<file path="config.mk">
export PLATFORM = sky130hd
export DESIGN_NAME = chess_turn_ctrl_flat
export DESIGN_NICKNAME = d
export VERILOG_FILES = /design/src/rtl/chess_pkg.sv /design/src/rtl/chess_turn_ctrl_if.sv /design/src/rtl/btn_conditioner.sv /design/src/rtl/chess_turn_ctrl.sv /design/src/flat_wrapper.sv
export SDC_FILE = /design/constraint.sdc
export NUM_CORES = 1
export LEC_CHECK = 0
export ABC_AREA = 0
export CORE_MARGIN = 2
export CORE_UTILIZATION = 50
export DETAILED_ROUTE_END_ITERATION = 6
export PLACE_DENSITY = 0.7
export REMOVE_ABC_BUFFERS = 1
export SYNTH_ARGS = -nofsm -noshare
export SYNTH_HDL_FRONTEND = slang
export SYNTH_SLANG_ARGS = --single-unit
export TNS_END_PERCENT = 1
</file>
<file path="constraint.sdc">
create_clock -name clk_four -period 2.3 [get_ports clk_four]
set_input_delay 0.69 -clock clk_four [delete_from_list [all_inputs] [get_ports clk_four]]
set_output_delay 0.69 -clock clk_four [all_outputs]
set_load 0.02 [all_outputs]
</file>
<file path="src/rtl/chess_pkg.sv">
// Shared constants for the chess-clock turn controller: FSM states, winner and player codes.
package chess_pkg;

   typedef enum logic [1:0] {
      ST_IDLE  = 2'b00,
      ST_RUN   = 2'b01,
      ST_PAUSE = 2'b10,
      ST_OVER  = 2'b11
   } state_e;

   localparam logic [1:0] WIN_NONE = 2'b00;
   localparam logic [1:0] WIN_P1   = 2'b01;
   localparam logic [1:0] WIN_P2   = 2'b10;
   localparam logic [1:0] WIN_DRAW = 2'b11;

   localparam logic PL_ONE = 1'b0;
   localparam logic PL_TWO = 1'b1;

   // The player whose timer hit zero loses; both at once is a draw.
   function automatic logic [1:0] win_code(input logic z1, input logic z2);
      if (z1 && z2)
         return WIN_DRAW;
      else if (z1)
         return WIN_P2;
      else
         return WIN_P1;
   endfunction

endpackage

</file>
<file path="src/rtl/chess_turn_ctrl_if.sv">
// Button, timer-flag and control bundle between the turn controller and its environment.
interface chess_turn_ctrl_if #(parameter int MOVE_W = 6);

   logic              btn_p1;
   logic              btn_p2;
   logic              btn_go;
   logic              zero1;
   logic              zero2;
   logic              start;
   logic              player;
   logic [1:0]        winner;
   logic [1:0]        game_state;
   logic [MOVE_W-1:0] moves;

   modport master (
      input  btn_p1, btn_p2, btn_go, zero1, zero2,
      output start, player, winner, game_state, moves
   );

   modport slave (
      output btn_p1, btn_p2, btn_go, zero1, zero2,
      input  start, player, winner, game_state, moves
   );

endinterface

</file>
<file path="src/rtl/btn_conditioner.sv">
// Raw push-button -> 2-flop sync -> debounce -> registered one-cycle press pulse.
// Press appears DEBOUNCE_CYC+2 edges after the raw level is first sampled.
module btn_conditioner #(
   parameter int DEBOUNCE_CYC = 4
) (
   input  logic clk_i,
   input  logic rst_i,
   input  logic btn_i,
   output logic press_o
);

   localparam logic [7:0] CYC = 8'(DEBOUNCE_CYC);

   logic       sync1_q, sync2_q;
   logic       lvl_q, lvl_d;
   logic       lvl_dly_q;
   logic       press_q;
   logic [7:0] cnt_q, cnt_d;
   logic [1:0] fill_q;

   // Once the synchroniser has refilled after reset, the level is adopted without
   // an edge, so a button held through reset never produces a press.
   always_comb begin
      lvl_d = lvl_q;
      cnt_d = 8'd0;
      if (fill_q == 2'd2) begin
         lvl_d = sync2_q;
      end else if (fill_q == 2'd3 && sync2_q != lvl_q) begin
         if (cnt_q + 8'd1 == CYC)
            lvl_d = ~lvl_q;
         else
            cnt_d = cnt_q + 8'd1;
      end
   end

   always_ff @(posedge clk_i) begin
      if (rst_i) begin
         sync1_q   <= 1'b0;
         sync2_q   <= 1'b0;
         cnt_q     <= 8'd0;
         lvl_q     <= 1'b0;
         lvl_dly_q <= 1'b0;
         press_q   <= 1'b0;
         fill_q    <= 2'd0;
      end else begin
         sync1_q   <= btn_i;
         sync2_q   <= sync1_q;
         cnt_q     <= cnt_d;
         lvl_q     <= lvl_d;
         lvl_dly_q <= (fill_q == 2'd2) ? sync2_q : lvl_q;
         press_q   <= lvl_q & ~lvl_dly_q;
         if (fill_q != 2'd3)
            fill_q <= fill_q + 2'd1;
      end
   end

   assign press_o = press_q;

endmodule

</file>
<file path="src/rtl/chess_turn_ctrl.sv">
// Chess-clock game FSM: conditions buttons, drives timer start/player, ends game on zero flags.
// Optional move counter enabled by defining CHESS_MOVE_CNT_EN.
module chess_turn_ctrl
   import chess_pkg::*;
#(
   parameter int DEBOUNCE_CYC = 4,
   parameter int MOVE_W       = 6
) (
   input logic             clk_four,
   input logic             reset,
   chess_turn_ctrl_if.master bus
);

   logic   p1_ev, p2_ev, go_ev;
   logic   zero_hit, switch_d;
   state_e state_q;
   logic   start_q, player_q;
   logic [1:0] winner_q;

   btn_conditioner #(.DEBOUNCE_CYC(DEBOUNCE_CYC)) u_btn_p1 (
      .clk_i(clk_four), .rst_i(reset), .btn_i(bus.btn_p1), .press_o(p1_ev));
   btn_conditioner #(.DEBOUNCE_CYC(DEBOUNCE_CYC)) u_btn_p2 (
      .clk_i(clk_four), .rst_i(reset), .btn_i(bus.btn_p2), .press_o(p2_ev));
   btn_conditioner #(.DEBOUNCE_CYC(DEBOUNCE_CYC)) u_btn_go (
      .clk_i(clk_four), .rst_i(reset), .btn_i(bus.btn_go), .press_o(go_ev));

   assign zero_hit = (state_q == ST_RUN || state_q == ST_PAUSE) && (bus.zero1 || bus.zero2);

   // Only the active player's button may hand over the turn; zero and go outrank it.
   assign switch_d = (state_q == ST_RUN) && !zero_hit && !go_ev &&
                     ((player_q == PL_ONE && p1_ev) || (player_q == PL_TWO && p2_ev));

   always_ff @(posedge clk_four) begin
      if (reset) begin
         state_q  <= ST_IDLE;
         start_q  <= 1'b0;
         player_q <= PL_ONE;
         winner_q <= WIN_NONE;
      end else if (zero_hit) begin
         state_q  <= ST_OVER;
         start_q  <= 1'b0;
         winner_q <= win_code(bus.zero1, bus.zero2);
      end else begin
         case (state_q)
            ST_IDLE, ST_PAUSE: begin
               if (go_ev) begin
                  state_q <= ST_RUN;
                  start_q <= 1'b1;
               end
            end
            ST_RUN: begin
               if (go_ev) begin
                  state_q <= ST_PAUSE;
                  start_q <= 1'b0;
               end else if (switch_d) begin
                  player_q <= ~player_q;
               end
            end
            default: begin
            end
         endcase
      end
   end

   assign bus.start      = start_q;
   assign bus.player     = player_q;
   assign bus.winner     = winner_q;
   assign bus.game_state = state_q;

`ifdef CHESS_MOVE_CNT_EN
   logic [MOVE_W-1:0] moves_q;

   always_ff @(posedge clk_four) begin
      if (reset)
         moves_q <= '0;
      else if (switch_d && moves_q != {MOVE_W{1'b1}})
         moves_q <= moves_q + MOVE_W'(1);
   end

   assign bus.moves = moves_q;
`else
   assign bus.moves = {MOVE_W{1'b0}};
`endif

endmodule

</file>
<file path="src/flat_wrapper.sv">
// flat-port wrapper written by rule: the top's interface ports become plain ports
module chess_turn_ctrl_flat import chess_pkg::*;
#(
   parameter int DEBOUNCE_CYC = 4,
   parameter int MOVE_W       = 6
)
  (clk_four, reset, bus_btn_p1, bus_btn_p2, bus_btn_go, bus_zero1, bus_zero2, bus_start, bus_player, bus_winner, bus_game_state, bus_moves);
  chess_turn_ctrl_if #(.MOVE_W(MOVE_W)) bus_i ();
  input logic clk_four;
  input logic reset;
  input wire logic [$bits(bus_i.btn_p1)-1:0] bus_btn_p1;
  input wire logic [$bits(bus_i.btn_p2)-1:0] bus_btn_p2;
  input wire logic [$bits(bus_i.btn_go)-1:0] bus_btn_go;
  input wire logic [$bits(bus_i.zero1)-1:0] bus_zero1;
  input wire logic [$bits(bus_i.zero2)-1:0] bus_zero2;
  output wire logic [$bits(bus_i.start)-1:0] bus_start;
  output wire logic [$bits(bus_i.player)-1:0] bus_player;
  output wire logic [$bits(bus_i.winner)-1:0] bus_winner;
  output wire logic [$bits(bus_i.game_state)-1:0] bus_game_state;
  output wire logic [$bits(bus_i.moves)-1:0] bus_moves;
  assign bus_i.btn_p1 = bus_btn_p1;
  assign bus_i.btn_p2 = bus_btn_p2;
  assign bus_i.btn_go = bus_btn_go;
  assign bus_i.zero1 = bus_zero1;
  assign bus_i.zero2 = bus_zero2;
  assign bus_start = bus_i.start;
  assign bus_player = bus_i.player;
  assign bus_winner = bus_i.winner;
  assign bus_game_state = bus_i.game_state;
  assign bus_moves = bus_i.moves;
  chess_turn_ctrl #(.DEBOUNCE_CYC(DEBOUNCE_CYC), .MOVE_W(MOVE_W)) u_core (.clk_four(clk_four), .reset(reset), .bus(bus_i));
endmodule
</file>
==> flow_metrics.tcl <==
set metrics [dict create \
    status "finished clean" \
    final_core_util 0.584 \
    whs_path_depth 1 \
    synth_common_cells "dfxtp_1, nor2_1, ha_1" \
    cellLeakagePower_nw 1.03 \
    synth_seq_area_share 0.443 \
    grt_antenna_before_repair 0 \
    synth-xor-area-share 0.0835 \
    clk_pin_slew_worst_paths_ps 90 \
    final_nets 292 \
    yosysMostFrequentCell "dfxtp_1" \
    cp_num_buf_inv 1 \
    hpwl_um 2590 \
    rsz0062_at_grt "false" \
    cap_viol_max_count 0 \
    pin_count 19 \
    tns_ps 0 \
    synth_top_cell_area_share 0.443 \
    ir_drop_uv 466 \
    fin_cells 323 \
    crit_path_cell_trace "clkdlybuf4s50_1" \
    areaGrowthSynthToFinish_pct 11.8 \
    numCtsBuffers 5 \
    grt_pass1_vias 1486 \
    synth_cell_type_count 42 \
    drv_slew 0 \
    dieWidth_um 71.9 \
    min-delay-path-class "flip-flop to flip-flop" \
    synth_top_area_cell "dfxtp_1" \
    async_reset_ff_frac 0 \
    synth_compound_area_frac 0.106 \
    syn_avg_cell_area_um2 9.16 \
    place_inst 315 \
    muxShareOfSynthArea 0.0309 \
    cts_hold_buf 0 \
    antenna_left 0 \
    grt_max_degree 17 \
    clock_latency_ps 300 \
    finalCritPeriodShare 0.885 \
    crit_type "flip-flop to output pin" \
    ys_ff_latch 51 \
    track_usage 0.153 \
    setup_viol 0 \
    syn_area_um2 2310 \
    grt_overflow 0 \
    start_kind "flip-flop" \
    synth_edf_count 0 \
    cts_root_buf "clkbuf_8" \
    clock_sinks 51 \
    drc 0 \
    yosys.area_share.simple 0.207 \
    vias 1635 \
    cts_setup_buffers 0 \
    vias_per_cell 5.06 \
    critical_path_depth 1 \
    fmax_mhz 491 \
    grt_pass1_wl_um 6320 \
    diodes 0 \
    routabilityCongestion 0.762 \
    routed_wl_um 3540 \
    crit_path_max_incr_delay_ps 630 \
    reg2regPathDepth 5 \
    synth_area_leaders "dfxtp_1, ha_1, nor2_1, xor2_1, xnor2_1" \
    skew_ps 11.6 \
    fin_area_um2 2580 \
    yosysWarnings 0 \
    cts_buffer_depth 2 \
    cts_tree "done" \
    synth_top_family_by_area "simple AND/OR/NAND/NOR gates" \
    synthFlopType "dfxtp_1" \
    final_hold_viol_count 0 \
    drive_gt1_frac 0.0701 \
    port_buffers 12 \
    num_rows 24 \
    crit_family "buffers and inverters" \
    placed_area_um2 2480 \
    die_y_um 71.9 \
    pwr_density_cell_nw_per_um2 752 \
    synth-adder-area-share 0.0813 \
    dieArea_um2 5170 \
    core_area_um2 4410 \
    crit_path_max_fanout 5 \
    cts_max_level 2 \
    wl_per_cell_um 11.0 \
    slowest_stage "clkdlybuf4s50_1" \
    initial_core_util 0.523 \
    setup_ws_ps 264 \
    worst_setup_path_end_kind "output pin" \
    netlist_instances 252 \
    fin_crit_ps 2040 \
    cp.arrival_ps 1350 \
    cp_data_required_time_ps 1610 \
    drtIter0Drc 34 \
    drtPass1Iterations 4 \
    post-place-ws_ps 221 \
    cts_resized 0 \
]
per-layer routing:
metal | GRT usage | vias to the layer above | part of all wire
met3 | 0.0333 | 5 | 0.027
met1 | 0.210 | 739 | 0.52
met4 | 0.0566 | 0 | 0.012
met2 | 0.240 | 20 | 0.44
li1 | - | 871 | -
met5 | 0 | - | 0
area by class of cell:
| type | instances | area [um^2] |
|---|---|---|
| clock buffer | 6 | 82.6 |
| clock inverter | 2 | 16.3 |
| fill | 395 | 1830 |
| inverter | 11 | 41.3 |
| multi-input combinational | 184 | 1200 |
| sequential | 51 | 1020 |
| tap | 52 | 65.1 |
| timing repair buffer | 17 | 158 |
state kept, by name, indices dropped and copies added (netlist names), 2 cells and up:
register and flops:
u_core.bus.game_state 2, u_core.u_btn_p1.cnt_q 8, u_core.u_btn_p2.fill_q 2, u_core.u_btn_p1.fill_q 2
u_core.u_btn_go.fill_q 2, u_core.u_btn_p2.cnt_q 8, u_core.u_btn_go.cnt_q 8, u_core.bus.winner 2
final timing paths:
path	end	slack, ps	startpoint
max	bus_game_state[1]	260	u_core.bus.game_state[1]
min	u_core.u_btn_p1.press_o	390	u_core.u_btn_p1.lvl_dly_q
min reg2reg	u_core.u_btn_p1.press_o	390	u_core.u_btn_p1.lvl_dly_q
max reg2reg	u_core.u_btn_p1.cnt_q[6]	470	u_core.u_btn_p1.cnt_q[0]
power breakdown:
group	total (W)	leakage, nW	internal (W)	switching, W
registers	0.000992	0.415	0.000943	0.0000484
logic	0.000411	0.567	0.000186	0.000225
clock network	0.000539	0.0474	0.000246	0.000293
through the flow:
stage                     hold WS, ps  power (W)
after floorplan                   368    0.00129
after global placement            372    0.00141
after detailed placement          371    0.00143
after CTS                         386    0.00196
after global routing              402    0.00207
final                             385    0.00194
kinds of logic (layout without fill, tap and decap cells):
logic type	count (synthesis)	in the layout
and+or+nand+nor	99	99
DFF	51	51
AOI/OAI and AO/OA	35	35
xor gates and xnor gates	22	22
buffers and inverters	22	36
adders and majority gates	15	15
muxes	7	7
other	1	6
cell usage in the layout, fill, tap and decap left out, drive strengths merged, types with 7 or more instances in the layout:
cell type      count
ha                15
dfxtp             51
a21oi             14
nand3             10
nand2b             7
xnor2              9
inv               11
xor2              13
nor2              44
nand2             13
clkdlybuf4s50     12
Note: power is estimated with default switching activity, not from simulation.
==> patch 1: new RTL, same settings <==
Add a define of `CHESS_MOVE_CNT_EN`.
--- a/src/rtl/chess_turn_ctrl.sv
+++ b/src/rtl/chess_turn_ctrl.sv
@@ -1,4 +1,6 @@
 // Chess-clock game FSM: conditions buttons, drives timer start/player, ends game on zero flags.
 // Optional move counter enabled by defining CHESS_MOVE_CNT_EN.
+`define CHESS_MOVE_CNT_EN
+
 module chess_turn_ctrl
    import chess_pkg::*;
Function: no difference found for any inputs over 10 cycles, from zero or initial values and one cycle with reset high; that may be too few to reach the edited logic, so the function may still have changed.
==> patch 1 against the unedited design <==
- first-iteration DRC count is 59% higher
- combinational power is 5% higher
- routed wire length is 9.6% higher
- maximum frequency is 1.1% lower
- clock skew is 0.0053 ns lower
- count of clock-buffer cells in the layout is 4 higher
- global-route usage is 0.19 points higher
- setup slack worse by 0.023 ns
- power is 23% higher
- sequential cell count is 6 higher
- cell area is 14% higher
- area after synthesis is 7.4% higher
==> patch 1: results (changes against the unedited design) <==
[worst_setup_path]
worstPathMaxFanout=5  ; unchanged
arrival_ns=1.37  ; +0.02 ns
cpPeakStageDelay_ns=0.64
path_delay_family=buffers and inverters

[power]
powerComb_mw=0.430  ; +5%
power_frac_seq_pct=45.9  ; -5.2 points
leakagePower_nw=1.154  ; +12%
ir_drop_uv=641.0  ; +37%
p_int_mw=1.756  ; +28%

[detailed_routing]
vias=1830  ; +12%
first_iter_violations=54  ; +59%
post_drt_wl_per_cell_um=10.65  ; -2.7%
firstDrtPassIters=4  ; unchanged
wl_um=3877  ; +9.6%

[logic_synthesis]
ys_seq_area_share_pct=46.04  ; +1.8 points
synth.distinct_cells=35  ; -17%
synth_adder_area_share_pct=8.077  ; -0.058 points
synth_common_cells=dfxtp_1, nor2_1, xor2_1
syn_inst=265  ; +5.2%
synthTopCellsByArea=dfxtp_1, xor2_1, ha_1
synth_compound_area_share_pct=6.663  ; -3.9 points
synth_mux_area_share_pct=2.827  ; -0.26 points
synth-xor-area-share_pct=9.894  ; +1.5 points

[run_status]
outcome=finished clean

[finish]
n_antenna_cell=0  ; unchanged
nNonClkInverters=7  ; -4
buffer_area_share_pct=7.542  ; +1.4 points
seqAreaFraction_pct=38.64  ; -0.93 points
clk_share_pct=6.186  ; +2.4 points
multi_input_gates=197  ; +7.1%
nNonClkBuffers=22  ; +5
fillers=412  ; +4.3%
drive_gt1_share_pct=8.081  ; +1.1 points
nClkBuffers=10  ; +4
multi_input_area_share_pct=43.90  ; -2.5 points
top_regs=u_core.u_btn_go.cnt_q x8, u_core.u_btn_p1.cnt_q x8, u_core.u_btn_p2.cnt_q x8
final_nets=317  ; +8.6%

[grt]
grt_start_max_net_pins=25  ; +8
grt_pass1_wl_um=6451  ; +2.1%
gr-usage-all-layers_pct=15.52  ; +0.19 points
grt_pass1_vias=1512  ; +1.7%

[timing]
skew_ns=0.006298  ; -0.005267 ns
max_slew_margin_pct=66.72

[hold_path]
min_path_type=reg -> reg

[die]
initial_core_util_pct=52.13  ; -0.14 points

[clock_tree]
cts_buffer_depth=2  ; unchanged
clk_pin_slew_ns=0.06  ; -0.03 ns
cts-htree-levels=3  ; +1
clk_latency_ns=0.32  ; +0.02 ns
numCtsBuffers=9  ; +4
cts-root-buf=clkbuf_8
clock_sinks=57  ; +12%

[placement]
hpwl_um=2711  ; +4.5%
io_buffers=18  ; +6
gp_congestion=0.7973  ; +4.7%
dp_cells=350  ; +11%

[patch 1: cell count changes in the layout (fill, tap and decap cells not counted), sizes merged, moves of 5 or more]
cell,delta
conb,-6
xor2,+10
nor3b,+6
a21oi,-6
nand3,+12
dfxtp,+6
clkdlybuf4s50,+6
nand2b,-5
[patch 1: layer usage]
metal / vias up / GRT usage, % / share of wire (%)
li1: 968 / - / -
met1: 833 / 19.48 / 49
met2: 21 / 22.62 / 46
met3: 8 / 6.098 / 4.0
met4: 0 / 8.929 / 1.7
met5: - / 0 / 0
[patch 1: per-stage QoR]
step                      setup WS, ns  instance area [um^2]  power, mW  util [%]
after floorplan                 0.4561                  2464      1.407         -
after global placement          0.2061                  2770      1.539     58.26
after detailed placement        0.1763                  2770      1.551     58.26
after CTS                       0.2157                  2953      2.433     62.11
after global routing            0.1539                  2953      2.540     62.11
final                           0.2409                  2953      2.392     62.11
[patch 1: worst register-to-register path, delay by kind of cell (launching register included)]
kind / cells / cell delay [ns]
flops: 1 / 0.41
xor+xnor: 1 / 0.16
simple gates: 3 / 0.32
fa+ha+maj: 1 / 0.34
compound gates: 1 / 0.17
buf+inv: 2 / 0.26
[patch 1: worst paths after layout]
check,slack (ns),endpoint,startpoint,depth (start not counted)
worst min register to register,0.38,u_core.u_btn_p1.press_o,u_core.u_btn_p1.lvl_dly_q,1
worst min-delay path,0.38,u_core.u_btn_p1.press_o,u_core.u_btn_p1.lvl_dly_q,1
worst max-delay path,0.24,bus_game_state[0],u_core.bus.game_state[0],1
worst max register to register,0.55,u_core.bus.moves[4],u_core.bus.game_state[0],8
[patch 1: kinds of logic (layout without fill, tap and decap cells)]
group           after synthesis  count (layout)
flops                        57              57
fa+ha+maj                    16              16
mux                           7               7
xor+xnor                     28              28
simple gates                122             122
buf+inv                      11              43
compound gates               24              24
==> patch 2: new RTL, same flow settings <==
Without the edit above. `MOVE_W` is set to 6 in 3 places; all go to 3.
--- a/src/rtl/chess_turn_ctrl_if.sv
+++ b/src/rtl/chess_turn_ctrl_if.sv
@@ -1,4 +1,4 @@
 // Button, timer-flag and control bundle between the turn controller and its environment.
-interface chess_turn_ctrl_if #(parameter int MOVE_W = 6);
+interface chess_turn_ctrl_if #(parameter int MOVE_W = 3);
 
    logic              btn_p1;
--- a/src/rtl/chess_turn_ctrl.sv
+++ b/src/rtl/chess_turn_ctrl.sv
@@ -5,5 +5,5 @@
 #(
    parameter int DEBOUNCE_CYC = 4,
-   parameter int MOVE_W       = 6
+   parameter int MOVE_W       = 3
 ) (
    input logic             clk_four,
--- a/src/flat_wrapper.sv
+++ b/src/flat_wrapper.sv
@@ -3,5 +3,5 @@
 #(
    parameter int DEBOUNCE_CYC = 4,
-   parameter int MOVE_W       = 6
+   parameter int MOVE_W       = 3
 )
   (clk_four, reset, bus_btn_p1, bus_btn_p2, bus_btn_go, bus_zero1, bus_zero2, bus_start, bus_player, bus_winner, bus_game_state, bus_moves);
Interface: changed (resized bus_moves); port bits go from 19 to 16. The function was not compared with the original's and may differ.
==> patch 2 against the unedited design <==
- setup slack worse by 0.0049 ns
- cell area down 0.39%
- via count up 0.24%
- sequential cell count unchanged
- area after synthesis down 0.98%
- routed wire length up 0.96%
- power up 0.64%
- largest power group unchanged
==> patch 2: results (changes against the unedited design) <==
[worst_setup_path]
arrival_ns=1.35  ; about the same
ff2ff_path_depth=5  ; unchanged
cpPeakStageDelay_ns=0.63  ; about the same
critPathSlowestCell=clkdlybuf4s50_1
path_delay_family=buffers and inverters
worstPathMaxFanout=5  ; unchanged

[logic_synthesis]
synth.distinct_cells=42  ; unchanged
synth_mux_area_share_pct=3.122  ; +0.030 points
synth-xor-area-share_pct=8.434  ; +0.082 points
synthTopCellsByArea=dfxtp_1, ha_1, nor2_1
synth_compound_area_share_pct=10.68  ; +0.10 points
synth_warnings=0  ; unchanged
async_reset_ff_share_pct=0  ; unchanged
synthFlopType=dfxtp_1
synth_adder_area_share_pct=8.215  ; +0.080 points
ys_seq_area_share_pct=44.69  ; +0.44 points
synth_common_cells=dfxtp_1, nor2_1, ha_1
synth_top_family_by_area=simple AND/OR/NAND/NOR gates

[finish]
top_regs=u_core.u_btn_go.cnt_q x8, u_core.u_btn_p1.cnt_q x8, u_core.u_btn_p2.cnt_q x8
n_antenna_cell=0  ; unchanged
final_nets=289  ; -1.0%
fillers=389  ; -1.5%
drive_gt1_share_pct=6.716  ; -0.29 points

[timing]
skew_ns=0.005798  ; -0.005767 ns

[placement]
hpwl_um=2603  ; +0.35%
placed_area_mm2=0.002470  ; -0.45%
gp_congestion=0.8004  ; +5.1%
io_buffers=12  ; unchanged
preCtsSetupSlack_ns=0.1970  ; -0.02378 ns

[grt]
gr-usage-all-layers_pct=15.99  ; +0.66 points
grt_pass1_wl_um=6561  ; +3.8%
antenna_found_initial=0  ; unchanged
grt_pass1_vias=1554  ; +4.6%
grt_start_max_net_pins=15  ; -2

[clock_tree]
post_cts_resized=0  ; unchanged
clk_latency_ns=0.30  ; about the same
cts_buffer_depth=2  ; unchanged
cts-htree-levels=2  ; unchanged
clk_pin_slew_ns=0.08
cts-root-buf=clkbuf_8
numCtsBuffers=5  ; unchanged
postCtsSetupBuffers=0  ; unchanged

[power]
ir_drop_uv=356.3  ; -24%
leakagePower_nw=1.024  ; -0.55%

[hold_path]
hold_depth=1  ; unchanged
min_path_type=reg -> reg

[detailed_routing]
firstDrtPassIters=4  ; unchanged
wl_um=3571  ; +0.96%
first_iter_violations=62  ; +82%
routed_via_density=5.122  ; +1.2%

[run_status]
outcome=finished clean

[patch 2: cell count changes after synthesis, sizes merged]
cell  delta
buf      -3
[patch 2: stage by stage]
stage | cells | hold slack (ns)
finish | 320 | 0.3849
global placement | 312 | 0.3712
detailed placement | 312 | 0.3713
CTS | 320 | 0.3855
floorplan | 243 | 0.3682
global route | 320 | 0.3990
[patch 2: kinds of logic (layout without fill, tap and decap cells)]
group | after synthesis | after routing
compound gates | 35 | 35
xor+xnor | 22 | 22
fa+ha+maj | 15 | 15
buf+inv | 19 | 36
flops | 51 | 51
mux | 7 | 7
other cells | 1 | 3
simple gates | 99 | 99
[patch 2: final timing paths]
kind	slack (ns)	to	start
setup reg to reg	0.52	u_core.u_btn_p1.cnt_q[6]	u_core.u_btn_p1.cnt_q[0]
hold reg to reg	0.38	u_core.u_btn_p1.press_o	u_core.u_btn_p1.lvl_dly_q
hold / removal	0.38	u_core.u_btn_p1.press_o	u_core.u_btn_p1.lvl_dly_q
setup / recovery	0.26	bus_game_state[1]	u_core.bus.game_state[1]
[patch 2: report_power, final]
| group | switching [mW] | internal (mW) |
|---|---|---|
| Combinational | 0.222 | 0.187 |
| Sequential | 0.0499 | 0.943 |
| Clock | 0.278 | 0.275 |
| Total | 0.549 | 1.40 |
[patch 2: routing by layer]
metal  GRT usage, %  wire length, um  vias to the layer above
li1               -                -                      869
met1          19.20             1751                      737
met2          26.95             1609                       28
met3          5.063              157                        5
met4          5.660               53                        0
met5              0                0                        -
[patch 2: area by class of cell]
type	instances	area [um^2]	area share [%]
Clock buffer	8	100.1	3.895
Inverter	11	41.29	1.607
Multi-Input combinational cell	181	1185	46.11
Sequential cell	51	1021	39.73
Tap cell	52	65.06	2.532
Timing Repair Buffer	17	157.7	6.134
